<file path="config.mk">
export PLATFORM = sky130hd
export DESIGN_NAME = metronome_param_seven_seg
export DESIGN_NICKNAME = d
export VERILOG_FILES = /design/src/rtl/metronome_param_seven_seg.sv
export SDC_FILE = /design/constraint.sdc
export NUM_CORES = 1
export LEC_CHECK = 0
export ABC_CLOCK_PERIOD_IN_PS = 7200
export CORE_AREA = 3 3 113 115
export DETAILED_ROUTE_END_ITERATION = 7
export DIE_AREA = 0 0 116 118
export GPL_TIMING_DRIVEN = 0
export PLACE_DENSITY = 0.8
export SLEW_MARGIN = 20
export SYNTH_ARGS = -nofsm -noshare
export SYNTH_HDL_FRONTEND = slang
export SYNTH_SLANG_ARGS = --single-unit
export TNS_END_PERCENT = 1
</file>
<file path="constraint.sdc">
create_clock -name clk -period 7.2 [get_ports clk]
set_clock_uncertainty 0.1 [all_clocks]
set_input_delay 1.44 -clock clk [delete_from_list [all_inputs] [get_ports clk]]
set_output_delay 1.44 -clock clk [all_outputs]
set_load 0.01 [all_outputs]
</file>
<file path="src/rtl/metronome_param_seven_seg.sv">
// rtl/metronome_param_seven_seg.sv - bar metronome with BPM phase accumulator, accent/normal tones and beat digit
module metronome_param_seven_seg #(
  parameter int CLK_HZ     = 27000000,
  parameter int BEATS_MAX  = 8,
  parameter int ACCENT_DIV = 65014,
  parameter int NORMAL_DIV = 97408,
  parameter int BEEP_LEN   = 5400000,
  parameter int ACC_W      = 32
) (
  input  logic       clk,
  input  logic       rst_n,
  input  logic       run,
  input  logic [7:0] bpm,
  input  logic [3:0] beats_per_bar,
  output logic [6:0] seg,
  output logic       speaker_out,
  output logic       beat_pulse,
  output logic       bar_pulse
);

  localparam logic [ACC_W-1:0] TICK_LIMIT = ACC_W'(64'(CLK_HZ) * 64'd60);
  localparam int DIV_MAX = (ACCENT_DIV > NORMAL_DIV) ? ACCENT_DIV : NORMAL_DIV;
  localparam int DIV_W   = (DIV_MAX > 2) ? $clog2(DIV_MAX) : 1;
  localparam logic [DIV_W-1:0] ACC_LAST = DIV_W'(ACCENT_DIV - 1);
  localparam logic [DIV_W-1:0] ACC_HALF = DIV_W'(ACCENT_DIV / 2);
  localparam logic [DIV_W-1:0] NOR_LAST = DIV_W'(NORMAL_DIV - 1);
  localparam logic [DIV_W-1:0] NOR_HALF = DIV_W'(NORMAL_DIV / 2);
  localparam int BEEP_W = $clog2(BEEP_LEN + 1);
  localparam logic [BEEP_W-1:0] BEEP_INIT = BEEP_W'(BEEP_LEN);
  localparam logic [3:0] BPB_MAX = 4'(BEATS_MAX);
  localparam logic [6:0] SEG_ONE = 7'b0110000;

  logic              r_run_d;
  logic [ACC_W-1:0]  r_acc;
  logic [3:0]        r_beat;
  logic [6:0]        r_seg;
  logic              r_spk;
  logic              r_beat_pulse;
  logic              r_bar_pulse;
  logic [BEEP_W-1:0] r_beep_cnt;
  logic [DIV_W-1:0]  r_div_cnt;
  logic              r_sel;

  logic              w_start;
  logic              w_tick;
  logic              w_event;
  logic [ACC_W-1:0]  w_sum;
  logic [3:0]        w_bpb_eff;
  logic [3:0]        w_new_beat;
  logic [DIV_W-1:0]  w_div_last;
  logic [DIV_W-1:0]  w_div_half;
  logic [DIV_W-1:0]  w_div_next;
  logic              w_spk_next;

  function automatic logic [6:0] seg_decode(input logic [3:0] d);
    logic [6:0] s;
    case (d)
      4'd1:    s = 7'b0110000;
      4'd2:    s = 7'b1101101;
      4'd3:    s = 7'b1111001;
      4'd4:    s = 7'b0110011;
      4'd5:    s = 7'b1011011;
      4'd6:    s = 7'b1011111;
      4'd7:    s = 7'b1110000;
      4'd8:    s = 7'b1111111;
      4'd9:    s = 7'b1111011;
      default: s = 7'b0000000;
    endcase
    return s;
  endfunction

  // acc stays below TICK_LIMIT, so acc+bpm never overflows ACC_W
  always_comb begin
    w_start = 1'b0;
    w_tick  = 1'b0;
    w_sum   = r_acc + {{(ACC_W-8){1'b0}}, bpm};
    w_start = run && !r_run_d;
    w_tick  = run && r_run_d && (w_sum >= TICK_LIMIT);
    w_event = w_start || w_tick;
  end

  always_comb begin
    w_bpb_eff  = BPB_MAX;
    w_new_beat = 4'd1;
    if ((beats_per_bar != 4'd0) && (beats_per_bar <= BPB_MAX)) begin
      w_bpb_eff = beats_per_bar;
    end
    if (!w_start && (r_beat < w_bpb_eff)) begin
      w_new_beat = r_beat + 4'd1;
    end
  end

  always_comb begin
    w_div_last = r_sel ? ACC_LAST : NOR_LAST;
    w_div_half = r_sel ? ACC_HALF : NOR_HALF;
    w_div_next = (r_div_cnt >= w_div_last) ? '0 : r_div_cnt + DIV_W'(1);
    // last beep cycle (count 1) hands over to silence on this edge
    w_spk_next = (r_beep_cnt > BEEP_W'(1)) && (w_div_next < w_div_half);
  end

  always_ff @(posedge clk or negedge rst_n) begin
    if (!rst_n) begin
      r_run_d <= 1'b0;
      r_acc   <= '0;
    end else begin
      r_run_d <= run;
      if (w_start) begin
        r_acc <= '0;
      end else if (w_tick) begin
        r_acc <= w_sum - TICK_LIMIT;
      end else if (run) begin
        r_acc <= w_sum;
      end
    end
  end

  always_ff @(posedge clk or negedge rst_n) begin
    if (!rst_n) begin
      r_beat       <= 4'd1;
      r_seg        <= SEG_ONE;
      r_beat_pulse <= 1'b0;
      r_bar_pulse  <= 1'b0;
    end else begin
      r_beat_pulse <= w_event;
      r_bar_pulse  <= w_event && (w_new_beat == 4'd1);
      if (w_event) begin
        r_beat <= w_new_beat;
        r_seg  <= seg_decode(w_new_beat);
      end
    end
  end

  always_ff @(posedge clk or negedge rst_n) begin
    if (!rst_n) begin
      r_beep_cnt <= '0;
      r_div_cnt  <= '0;
      r_sel      <= 1'b0;
      r_spk      <= 1'b0;
    end else if (w_event) begin
      r_beep_cnt <= BEEP_INIT;
      r_div_cnt  <= '0;
      r_sel      <= (w_new_beat == 4'd1);
      r_spk      <= 1'b1;
    end else if (!run) begin
      r_beep_cnt <= '0;
      r_spk      <= 1'b0;
    end else if (r_beep_cnt != '0) begin
      r_beep_cnt <= r_beep_cnt - BEEP_W'(1);
      r_div_cnt  <= w_div_next;
      r_spk      <= w_spk_next;
    end else begin
      r_spk <= 1'b0;
    end
  end

  assign seg         = r_seg;
  assign speaker_out = r_spk;
  assign beat_pulse  = r_beat_pulse;
  assign bar_pulse   = r_bar_pulse;

endmodule

</file>
After elaboration in Yosys (flattened, before gate mapping) --
Memory sizes are Yosys's and may differ from the RTL's. A register that Yosys moved wholly into a read port is not among the register bits. Cells that the tools add are included.
Word-level totals: bits in read-only memories 112, logic and storage cells 57, memories kept 1, register bits 81, output and inout bits 10
Cells by class: reduce and logical (&&, ||, !) cells 17, add/sub/neg operators 5, magnitude comparators 6, multiplexer cells 17, equal/unequal tests 2
Memory list:
- (name not given) | depth 16, bits a word 7, rd ports 1, clocked after Yosys merged registers in 1, wr ports 0, line 57 | case (d)
Operators by type and width (number):
- $mux W32 | 3
- $mux W17 | 5
- $mux W23 | 3
- $add A32 B8 Y32 | 1
- $ge A32 B31 Y1 const B | 1
- $sub A32 B31 Y32 const B | 1
- $gt A23 B1 Y1 const B | 1
- $reduce_bool A23 Y1 | 1
- $sub A23 B1 Y23 const B | 1
- $add A17 B1 Y17 const B | 1
- $ge A17 B17 Y1 | 1
- $lt A17 B16 Y1 | 1
- $mux W16 | 1
- $mux W4 | 2
- $logic_and A1 B1 Y1 | 7
- $add A4 B1 Y4 const B | 1
- $eq A4 B1 Y1 const B | 1
- $le A4 B4 Y1 const B | 1
- $lt A4 B4 Y1 | 1
- $reduce_bool A2 Y1 | 2
- $reduce_bool A4 Y1 | 1
- $logic_not A1 Y1 | 3
- $mux W1 | 3
- $ne A3 B1 Y1 const B | 1
- other kinds (3) | 3

Logic depth before layout (Yosys ltp) --
Gate-level depths: netlist (run 1).
word-level depth 8, gate-level depth with buffers 21

Worst setup path after synthesis (run 1) --
Ideal clock, no wire load.
path type input port to flip-flop, from in bpm[6], to reg r_acc[22], setup slack 1864 ps, required time 6974 ps, buffers on the path 1, arrival 5109 ps, stages on the path 16, library setup time 126 ps, cells stage by stage ha_1 > a211oi_1 > o22ai_1 > or2_1 > buf_2 > xnor2_1 > ha_1 > and4b_1 > o2111ai_1 > o41ai_1 > a31oi_1 > or4_4 > o211a_1 > or3_1 > and2_1 > a311o_1
Between the ends: cells in the longest elaborated chain, start to end 5, elaborated cells between the ends (all ways) 8
RTL lines:
- start, declared | line 13 | input logic [7:0] bpm,
- $add A32 B8 Y32 (*) | line 76 | w_sum = r_acc + {{(ACC_W-8){1'b0}}, bpm};
- $ge A32 B31 Y1 | line 78 | w_tick = run && r_run_d && (w_sum >= TICK_LIMIT);
- $logic_and A1 B1 Y1 | line 78
- $mux W32 | line 109 | end else if (w_tick) begin
- $mux W32 | line 107 | if (w_start) begin
- end signal, assigned | line 110 | r_acc <= w_sum - TICK_LIMIT;
- end signal, assigned | line 112 | r_acc <= w_sum;
- end, declared | line 34 | logic [ACC_W-1:0] r_acc;
Every way passes the cells marked *; elsewhere a longest branch is shown, timed or not. The select of a mux whose other input is x is not followed. A chain may end at the register's enable or synchronous reset.

Final worst setup path (run 1) --
from in bpm[6], to reg r_beat[2]
Between the ends: cells in the longest elaborated chain, start to end 4
RTL lines:
- $add A32 B8 Y32 | line 76
- $ge A32 B31 Y1 | line 78
- $logic_and A1 B1 Y1 | line 78
- $logic_or A1 B1 Y1 | line 79 | w_event = w_start || w_tick;
- end signal, assigned | line 127 | r_beat <= w_new_beat;
- end, declared | line 35 | logic [3:0] r_beat;
Every way passes these cells.

==> results of run 1 <==
[routing by layer]
metal	global-route usage [%]	up-vias	routed length, microns
met5	0	-	0
met4	11.2	0	388
met3	3.80	36	1030
met2	41.0	246	8060
met1	34.6	2925	7570
li1	-	2840	-
[where the power goes]
part	leakage (nW)	internal, mW	switching, mW	total (mW)
combinational	1.69	0.226	0.328	0.555
sequential	1.17	0.555	0.0496	0.605
clock	0.157	0.316	0.203	0.519
total	3.02	1.10	0.581	1.68
[cell families (layout without fill, tap and decap cells)]
group	Yosys count	in the layout	synth area share, %
DFF	88	88	34.3
buffers and inverters	68	109	4.57
adders and majority gates	35	35	6.92
muxes	4	4	0.642
AOI/OAI and AO/OA	217	217	22.6
and+or+nand+nor	280	280	22.1
xor gates and xnor gates	65	65	8.85
[area by class of cell]
type,count,area [sq um],share of cell area [%]
inverters,32,120,1.67
multi-input cells,601,3930,54.5
plain buffers,36,174,2.41
repair buffers,25,269,3.73
well taps,147,184,2.55
flip-flops and latches,88,2210,30.6
clock buffers,12,246,3.42
clock inverters,4,77.6,1.08
[Yosys cell counts (11+ instances only)]
library cell	instances	area (sq um)
nand2_1	73	274
xnor2_1	42	368
clkbuf_1	23	86.3
a21oi_1	42	210
nand3_1	33	165
dfrtp_1	85	2130
a211oi_1	16	120
nor3_1	22	110
nor2_1	56	210
and2_1	11	68.8
xor2_1	23	201
and3_1	16	100
a22o_1	11	96.3
inv_1	32	120
o21ai_0	50	250
o31ai_1	15	113
ha_1	34	425
a31oi_1	11	68.8
[state kept, by name, indices dropped and copies added, names as in the netlist]
register / count
bar_pulse: 1
beat_pulse: 1
r_acc: 32
r_beat: 4
r_beep_cnt: 23
r_div_cnt: 17
r_run_d: 1
r_sel: 1
seg: 7
speaker_out: 1
[placed cells by master (no fill, tap or decap), types with 16 or more instances in the layout]
master | synthesis | final
clkbuf_1 | 23 | 25
nand2_1 | 73 | 73
and3_1 | 16 | 16
xor2_1 | 23 | 23
nand3_1 | 33 | 33
o21ai_0 | 50 | 50
a21oi_1 | 42 | 42
nor3_1 | 22 | 22
a211oi_1 | 16 | 16
ha_1 | 34 | 34
inv_1 | 32 | 32
nor2_1 | 56 | 56
clkdlybuf4s50_1 | 0 | 23
xnor2_1 | 42 | 42
dfrtp_1 | 85 | 85
[worst min-delay path: stages, from the launching register on]
cell	delay [ns]
dfstp_2	0.37
nand2_1	0.04
o21ai_0	0.07
[worst max-delay path by stage]
stage	startpoint	end	slack, ns	cells past startpoint
floorplan	bpm[6]	r_acc[22]	1.86	16
detailed placement	bpm[6]	seg[1]	0.61	19
global placement	bpm[1]	seg[1]	0.58	19
CTS	bpm[1]	r_beat[2]	0.93	19
finish	bpm[6]	r_beat[2]	0.88	19
global route	bpm[6]	r_beat[2]	0.45	19
[through the flow]
stage	power (mW)	setup slack (ns)	area (sq um)	std cells	hold slack, ns
after CTS	1.68	0.933	7210	945	0.382
after floorplan	0.985	1.86	6430	757	0.359
after global placement	1.13	0.581	6860	928	0.366
after detailed placement	1.15	0.615	6890	929	0.371
final	1.68	0.878	7210	945	0.379
after global routing	1.79	0.447	7210	945	0.412
==> results_dict.tcl, run 1 <==
set metrics [dict create \
    status "finished clean" \
    slew_headroom_pct 42.8 \
    r2r-end "r_beat[2]" \
    grt_overflow 0 \
    ys_ff_latch 88 \
    holdBufCountCts 0 \
    port_buffers 24 \
    start_util_pct 54.0 \
    antenna_cells 0 \
    die-width_microns 116 \
    grt_pass1_wl_microns 28600 \
    avgViaCountPerCell 6.40 \
    cpLargestDelayFamily "compound AO/OA/AOI/OAI gates" \
    max-cap-violations 0 \
    netlist_area_sq_mm 0.00643 \
    synth_edf_count 0 \
    fmax_ghz 0.158 \
    nFillCells 1018 \
    critPathSlowestCell "or4_4" \
    min_delay_path_depth 2 \
    path_cells "clkdlybuf4s50_1 -> ha_1 -> a211oi_1 -> o22ai_1 -> or2_1 -> buf_2 -> xnor2_1 -> ha_1 -> and4b_1 -> o2111ai_1 -> o41ai_1 -> a31oi_1 -> or4_4 -> o2111ai_1 -> nand2_1 -> buf_2 -> clkbuf_1 -> nand2_1 -> o31ai_1" \
    utilization_pct 60.5 \
    ys_seq_area_share_pct 34.3 \
    drive_gt1_share_pct 4.89 \
    area_growth_pct 12.1 \
    clock_sinks 88 \
    arrival_ns 6.43 \
    worstSkewPairLatency_ns 0.35 \
    worstHoldStart "seg[5]" \
    ys_async_sr_fraction_pct 100 \
    rrSetupSlack_ns 2.01 \
    cp_num_buf_inv 4 \
    antenna_found_initial 0 \
    powerDensity_mw_per_mm2 233 \
    finalCritPeriodShare_pct 87.8 \
    postCtsSetupBuffers 0 \
    max-vdd-ir-drop_uv 180 \
    drc 0 \
    slew_violations 0 \
    cts_tree "done" \
    place_congestion 0.918 \
    die_h_microns 118 \
    drt-wirelength-per-cell_microns 18.0 \
    cp.required_ns 7.31 \
    drtIter0Drc 677 \
    grt_pass1_vias 5878 \
    detail-route-antenna-nets 0 \
    cts_resized 0 \
    syn-instance-count 757 \
    critPathLaunchType "input pin" \
    rr_worst_depth 18 \
    rr_startpoint "r_acc[6]" \
    die_area_sq_mm 0.0137 \
    end_kind "register" \
    finalSetupViolCount 0 \
    dr.pass1.iters 5 \
    cts-root-buf "clkbuf_16" \
    path_max_fanout 10 \
    rsz0062_at_grt "false" \
    worst_pin_slew_ns 0.847 \
    clk_pin_slew_worst_paths_ns 0.06 \
    leakagePower_nw 3.02 \
    cts_made_buffers 9 \
    max_stage_delay_ns 0.54 \
    synthFlopType "dfrtp_1" \
    min_period_ns 6.32 \
    vias 6047 \
    hpwlAfterDp_microns 11900 \
    min_to "seg[5]" \
    rows 40 \
    synth_warnings 0 \
    track_usage_pct 25.8 \
    setup_tns_ns 0 \
    synth_fp_nets 807 \
    htreeDepth 3 \
    io-pin-count 25 \
    clock_path_buffers 2 \
    coreArea_sq_mm 0.0119 \
    layout.nets 843 \
    syn_avg_cell_area_sq_um 8.50 \
    hold_viol_final 0 \
    grt_max_degree 70 \
    ys_types 76 \
    worstSetupPathType "input pin to register" \
    min_path_type "register to register" \
    drt-total-wl_microns 17000 \
]
Note: power is estimated with default switching activity, not from simulation.
==> run 2: changes to the inputs <==
--- a/config.mk
+++ b/config.mk
@@ -11,7 +11,6 @@
 export DIE_AREA = 0 0 116 118
 export GPL_TIMING_DRIVEN = 0
 export PLACE_DENSITY = 0.8
-export SLEW_MARGIN = 20
 export SYNTH_ARGS = -nofsm -noshare
 export SYNTH_HDL_FRONTEND = slang
 export SYNTH_SLANG_ARGS = --single-unit
==> run 2 against run 1 <==
Net effect: global-route usage shrank 0.13 points; critical path depth down 2; clock power decreased by 2%; setup slack better by 0.0019 ns; total power decreased by 0.89%; via count rose by 0.53%; register-to-register slack barely moved; critical path type unchanged; utilization is 0.12 points lower; sequential power hardly changed; worst hold slack improved by 0.0018 ns.
==> results_dict.tcl, run 2 (synthesis results as in run 1) <==
set metrics [dict create \
    status "finished clean" \
    timing.hold.ws_ns 0.381 \
    critPathLaunchType "input pin" \
    drtIter0Drc 595 \
    coreArea_sq_mm 0.0119 \
    avgViaCountPerCell 6.43 \
    top_register "r_acc" \
    r2r-end "r_beep_cnt[7]" \
    nFillCells 1026 \
    clock_path_buffers 2 \
    grt_pass1_wl_microns 28500 \
    layout.cells.most_common "dfrtp_1" \
    max_stage_delay_ns 0.56 \
    io-pin-count 25 \
    fmax_ghz 0.158 \
    drt-total-wl_microns 17000 \
    leakagePower_nw 3.01 \
    drt-wirelength-per-cell_microns 18.0 \
    start_util_pct 54.0 \
    layout_common_cells "85 x dfrtp_1, 73 x nand2_1, 56 x nor2_1, 50 x o21ai_0" \
    multi_input_area_sq_mm 0.00393 \
    worstSetupPathType "input pin to register" \
    min_to "seg[5]" \
    setup_tns_ns 0 \
    end_kind "register" \
    die_area_sq_mm 0.0137 \
    die_h_microns 118 \
    hold_viol_final 0 \
    antenna_found_initial 0 \
    clock_sinks 88 \
    area_growth_pct 11.9 \
    utilization_pct 60.4 \
    rrSetupSlack_ns 2.02 \
    min_delay_path_depth 2 \
    worstHoldStart "seg[5]" \
    grt_pass1_vias 5844 \
    powerDensity_mw_per_mm2 231 \
    rr_startpoint "r_acc[7]" \
    holdBufCountCts 0 \
    antenna_cells 0 \
    cp_num_buf_inv 3 \
    rows 40 \
    hpwlAfterDp_microns 11900 \
    grt_max_degree 71 \
    seq_area_sq_mm 0.00221 \
    max-cap-violations 0 \
    slew_violations 0 \
    postCtsSetupBuffers 0 \
    detail-route-antenna-nets 0 \
    arrival_ns 6.48 \
    layout.nets 843 \
    min_period_ns 6.32 \
    die-width_microns 116 \
    critPathSlowestCell "clkbuf_1" \
    slew_headroom_pct 47.5 \
    cp.required_ns 7.36 \
    path_cells "clkdlybuf4s50_1 -> ha_1 -> a211oi_1 -> nor3_2 -> or2_1 -> buf_2 -> xnor2_1 -> ha_1 -> and4b_1 -> o2111ai_1 -> o41ai_1 -> a31oi_1 -> or4_4 -> o211ai_2 -> clkbuf_1 -> nor2_1 -> a31oi_1" \
    max-vdd-ir-drop_uv 186 \
    finalSetupViolCount 0 \
    finalCritPeriodShare_pct 87.8 \
    clk_pin_slew_worst_paths_ns 0.06 \
    dr.pass1.iters 5 \
    vias 6079 \
    grt_overflow 0 \
    port_buffers 24 \
    rsz0062_at_grt "false" \
    min_path_type "register to register" \
    worst_pin_slew_ns 0.778 \
    cts_made_buffers 9 \
    drc 0 \
    htreeDepth 3 \
    place_congestion 0.918 \
    cts-root-buf "clkbuf_16" \
    path_max_fanout 10 \
    drive_gt1_share_pct 4.89 \
    cts_tree "done" \
    cts_resized 0 \
    cpLargestDelayFamily "simple AND/OR/NAND/NOR gates" \
    worstSkewPairLatency_ns 0.35 \
    largest_reg_flops 32 \
    rr_worst_depth 16 \
    reg_top3 "r_acc x32, r_beep_cnt x23, r_div_cnt x17" \
    track_usage_pct 25.6 \
]
-- run 2: cell types whose count changed in the layout (fill, tap and decap cells not counted), sizes merged --
| cell | change |
|---|---|
| clkinvlp | +1 |
| clkbuf | -1 |
-- run 2: power by group --
group          switching, mW  internal (mW)  leakage [nW]
clock                  0.202          0.305         0.150
sequential            0.0506          0.555          1.17
combinational          0.325          0.225          1.69
total                  0.578           1.09          3.01
-- run 2: area by class of cell --
class	count	area share, %
Clock inverter	5	1.13
Multi-Input combinational cell	601	54.7
Tap cell	147	2.56
Inverter	32	1.67
Timing Repair Buffer	25	3.69
Sequential cell	88	30.7
Buffer	36	2.42
Clock buffer	11	3.23
-- run 2: through the flow --
| step | cell area (sq um) | total power, mW | worst slack (ns) | std cells |
|---|---|---|---|---|
| final | 7200 | 1.66 | 0.880 | 945 |
| after floorplan | 6430 | 0.985 | 1.86 | 757 |
| after global placement | 6860 | 1.13 | 0.581 | 928 |
| after CTS | 7200 | 1.67 | 0.950 | 945 |
| after detailed placement | 6880 | 1.15 | 0.603 | 929 |
| after global routing | 7200 | 1.77 | 0.498 | 945 |
-- run 2: worst max-delay path by stage --
stage                       from             to  slack, ns  cells after the start
after global placement    bpm[1]         seg[1]       0.58                     19
after detailed placement  bpm[6]         seg[1]       0.60                     19
after global routing      bpm[6]      r_beat[2]       0.50                     19
after CTS                 bpm[1]         seg[1]       0.95                     19
final                     bpm[1]  r_beep_cnt[7]       0.88                     17
after floorplan           bpm[6]      r_acc[22]       1.86                     16
-- run 2: worst min-delay path: stages, from the launching register on --
cell	delay, ns
dfstp_2	0.37
nand2_1	0.04
o21ai_0	0.07
-- run 2: metal layers --
layer | global-route usage [%] | part of all wire, % | wire length [microns]
met3 | 4.11 | 6.2 | 1060
met4 | 10.2 | 2.7 | 467
met5 | 0 | 0 | 0
met1 | 34.7 | 44 | 7480
met2 | 40.7 | 47 | 8020
==> run 3: changes to the inputs <==
--- a/config.mk
+++ b/config.mk
@@ -5,12 +5,12 @@
 export SDC_FILE = /design/constraint.sdc
 export NUM_CORES = 1
 export LEC_CHECK = 0
+export ABC_AREA = 1
 export ABC_CLOCK_PERIOD_IN_PS = 7200
-export CORE_AREA = 3 3 113 115
+export CORE_AREA = 3 3 122 124
 export DETAILED_ROUTE_END_ITERATION = 7
-export DIE_AREA = 0 0 116 118
-export GPL_TIMING_DRIVEN = 0
-export PLACE_DENSITY = 0.8
+export DIE_AREA = 0 0 125 127
+export PLACE_DENSITY = 0.79
 export SYNTH_ARGS = -nofsm -noshare
 export SYNTH_HDL_FRONTEND = slang
 export SYNTH_SLANG_ARGS = --single-unit
==> run 3 against run 2 <==
Net effect: sequential power increased by 1%; final cell count increased by 47%; combinational power decreased by 0.9%; setup slack improved by 0.71 ns; utilization decreased by 1.3 points; critical path depth increased by 9; first-iteration DRC count decreased by 13%; critical endpoint is now r_div_cnt[5]; largest cell class unchanged; largest power group unchanged; highest routed layer unchanged.
==> results_dict.tcl, run 3 <==
set metrics [dict create \
    antenna_cells 0 \
    dr.pass1.iters 5 \
    powerDensity_mw_per_mm2 197 \
    hpwlAfterDp_microns 14800 \
    clock_path_buffers 2 \
    largest_reg_flops 32 \
    reg_top3 "r_acc x32, r_beep_cnt x23, r_div_cnt x17" \
    synthTopCellsByArea "dfrtp_1 28%, nand2_1 20%, nand3_1 7.0%" \
    hold_viol_final 0 \
    ys_async_sr_fraction_pct 100 \
    drt-total-wl_microns 20000 \
    avgViaCountPerCell 5.43 \
    die_h_microns 127 \
    cts_resized 0 \
    htreeDepth 3 \
    worst_pin_slew_ns 1.01 \
    finalSetupViolCount 0 \
    post-synth-top-area-cell "dfrtp_1" \
    die_area_sq_mm 0.0159 \
    clock_sinks 88 \
    synthFlopType "dfrtp_1" \
    startpoint "bpm[0]" \
    place_congestion 0.958 \
    worstHoldStart "seg[5]" \
    stdcell_area_sq_mm 0.00820 \
    antenna_found_initial 0 \
    synth.top_cell.area_share_pct 28.2 \
    ys_ff_latch 88 \
    cts_made_buffers 9 \
    vias 7529 \
    netlist_area_sq_mm 0.00755 \
    worstSetupPathType "input pin to register" \
    crit_top_cell "nand2_1" \
    setup_tns_ns 0 \
    rows 43 \
    die-width_microns 125 \
    layout.cells.most_common "nand2_1" \
    coreArea_sq_mm 0.0139 \
    clk_pin_slew_worst_paths_ns 0.07 \
    ys_seq_area_share_pct 29.2 \
    io-pin-count 25 \
    cts_tree "done" \
    max-vdd-ir-drop_uv 200 \
    min_period_ns 5.61 \
    cp.required_ns 7.39 \
    max-cap-violations 0 \
    syn_avg_cell_area_sq_um 6.37 \
    start_util_pct 54.4 \
    track_usage_pct 25.3 \
    cts-root-buf "clkbuf_16" \
    layout_common_cells "406 x nand2_1, 135 x inv_1, 115 x nor2_1, 106 x nand3_1, 85 x dfrtp_1" \
    synth_commonest_cells "406 x nand2_1, 135 x inv_1, 115 x nor2_1, 106 x nand3_1, 85 x dfrtp_1" \
    rr_startpoint "r_acc[0]" \
    fmax_ghz 0.178 \
    leakagePower_nw 4.09 \
    yosysMostFrequentCell "nand2_1" \
    end_kind "register" \
    drive_gt1_share_pct 8.04 \
    synth_fp_nets 1236 \
    top_register "r_acc" \
    syn-instance-count 1186 \
    grt_max_degree 66 \
    critPathSlowestCell "o21bai_2" \
    finalCritPeriodShare_pct 77.9 \
    rsz0062_at_grt "false" \
    grt_pass1_wl_microns 33100 \
    slew_headroom_pct 32.4 \
    slew_violations 0 \
    path_max_fanout 33 \
    port_buffers 24 \
    detail-route-antenna-nets 0 \
    placed_cell_area_sq_mm 0.00793 \
    arrival_ns 5.79 \
    grt_overflow 0 \
    worstSkewPairLatency_ns 0.36 \
    critPathLaunchType "input pin" \
    layout.nets 1253 \
    synth_warnings 0 \
    drtIter0Drc 519 \
    max_stage_delay_ns 0.81 \
    ys_types 45 \
    status "finished clean" \
    area_growth_pct 8.65 \
    grt_pass1_vias 6928 \
    holdBufCountCts 0 \
    postCtsSetupBuffers 0 \
    min_path_type "register to register" \
    synth_edf_count 0 \
    drc 0 \
    drt-wirelength-per-cell_microns 14.4 \
]
[run 3: cell types whose count changed after synthesis, moves of 15 or more]
| cell | delta |
|---|---|
| inv_1 | +103 |
| xnor2_1 | -35 |
| nand2_1 | +333 |
| nor2_2 | +22 |
| o31ai_1 | -15 |
| a211oi_1 | -15 |
| nand4_1 | +30 |
| nor2_1 | +59 |
| nand3_1 | +73 |
| a21oi_1 | -22 |
[run 3: through the flow]
stage / total power [mW] / utilization (%) / worst slack (ns) / hold WS [ns] / std cells
after CTS: 1.61 / 59.1 / 1.62 / 0.365 / 1387
after detailed placement: 1.16 / 57.1 / 1.28 / 0.354 / 1372
after global placement: 1.15 / 57.1 / 1.38 / 0.358 / 1372
after floorplan: 0.995 / - / 2.81 / 0.357 / 1186
final: 1.61 / 59.1 / 1.59 / 0.362 / 1387
after global routing: 1.72 / 59.1 / 1.16 / 0.381 / 1387
[run 3: area by class of cell]
type                            count  area (sq um)
Inverter                          150           563
Timing Repair Buffer               30           283
Clock inverter                      6          45.0
Fill cell                        1338          5680
Multi-Input combinational cell    924          4660
Sequential cell                    88          2210
Tap cell                          180           225
Clock buffer                        9           225
[run 3: path summary, 6_finish.rpt]
path	endpoint	slack, ns	cells past startpoint
worst min-delay path	seg[5]	0.36	2
min in group asynchronous	r_acc[5]	0.87	1
worst min register to register	seg[5]	0.36	2
worst max register to register	r_div_cnt[5]	2.77	25
max in group asynchronous	r_acc[25]	4.97	2
worst max-delay path	r_div_cnt[5]	1.59	26
[run 3: logic make-up (layout without fill, tap and decap cells)]
group,Yosys count,count (layout),synth area share [%]
simple gates,774,774,46.2
buf+inv,174,195,9.12
compound gates,89,89,6.53
flops,88,88,29.2
fa+ha+maj,35,35,5.90
xor+xnor,26,26,3.02
[run 3: layer usage]
metal | GRT usage (%) | up-vias | wire length (microns)
met5 | 0 | - | 0
met4 | 10.1 | 0 | 537
met3 | 3.14 | 32 | 994
met2 | 42.2 | 185 | 9310
met1 | 33.7 | 3470 | 9130
li1 | - | 3842 | -
[run 3: report_power, final]
part           switching [mW]  internal, mW
combinational           0.340         0.206
sequential             0.0564         0.558
clock                   0.219         0.234
[run 3: worst max-delay path, delay by kind of cell]
| family | cells | cell delay, ns |
|---|---|---|
| AND/OR/NAND/NOR | 17 | 1.75 |
| AO/OA/AOI/OAI | 1 | 0.81 |
| adder cells (fa/ha/maj) | 3 | 0.76 |
| buffers and inverters | 5 | 1.03 |
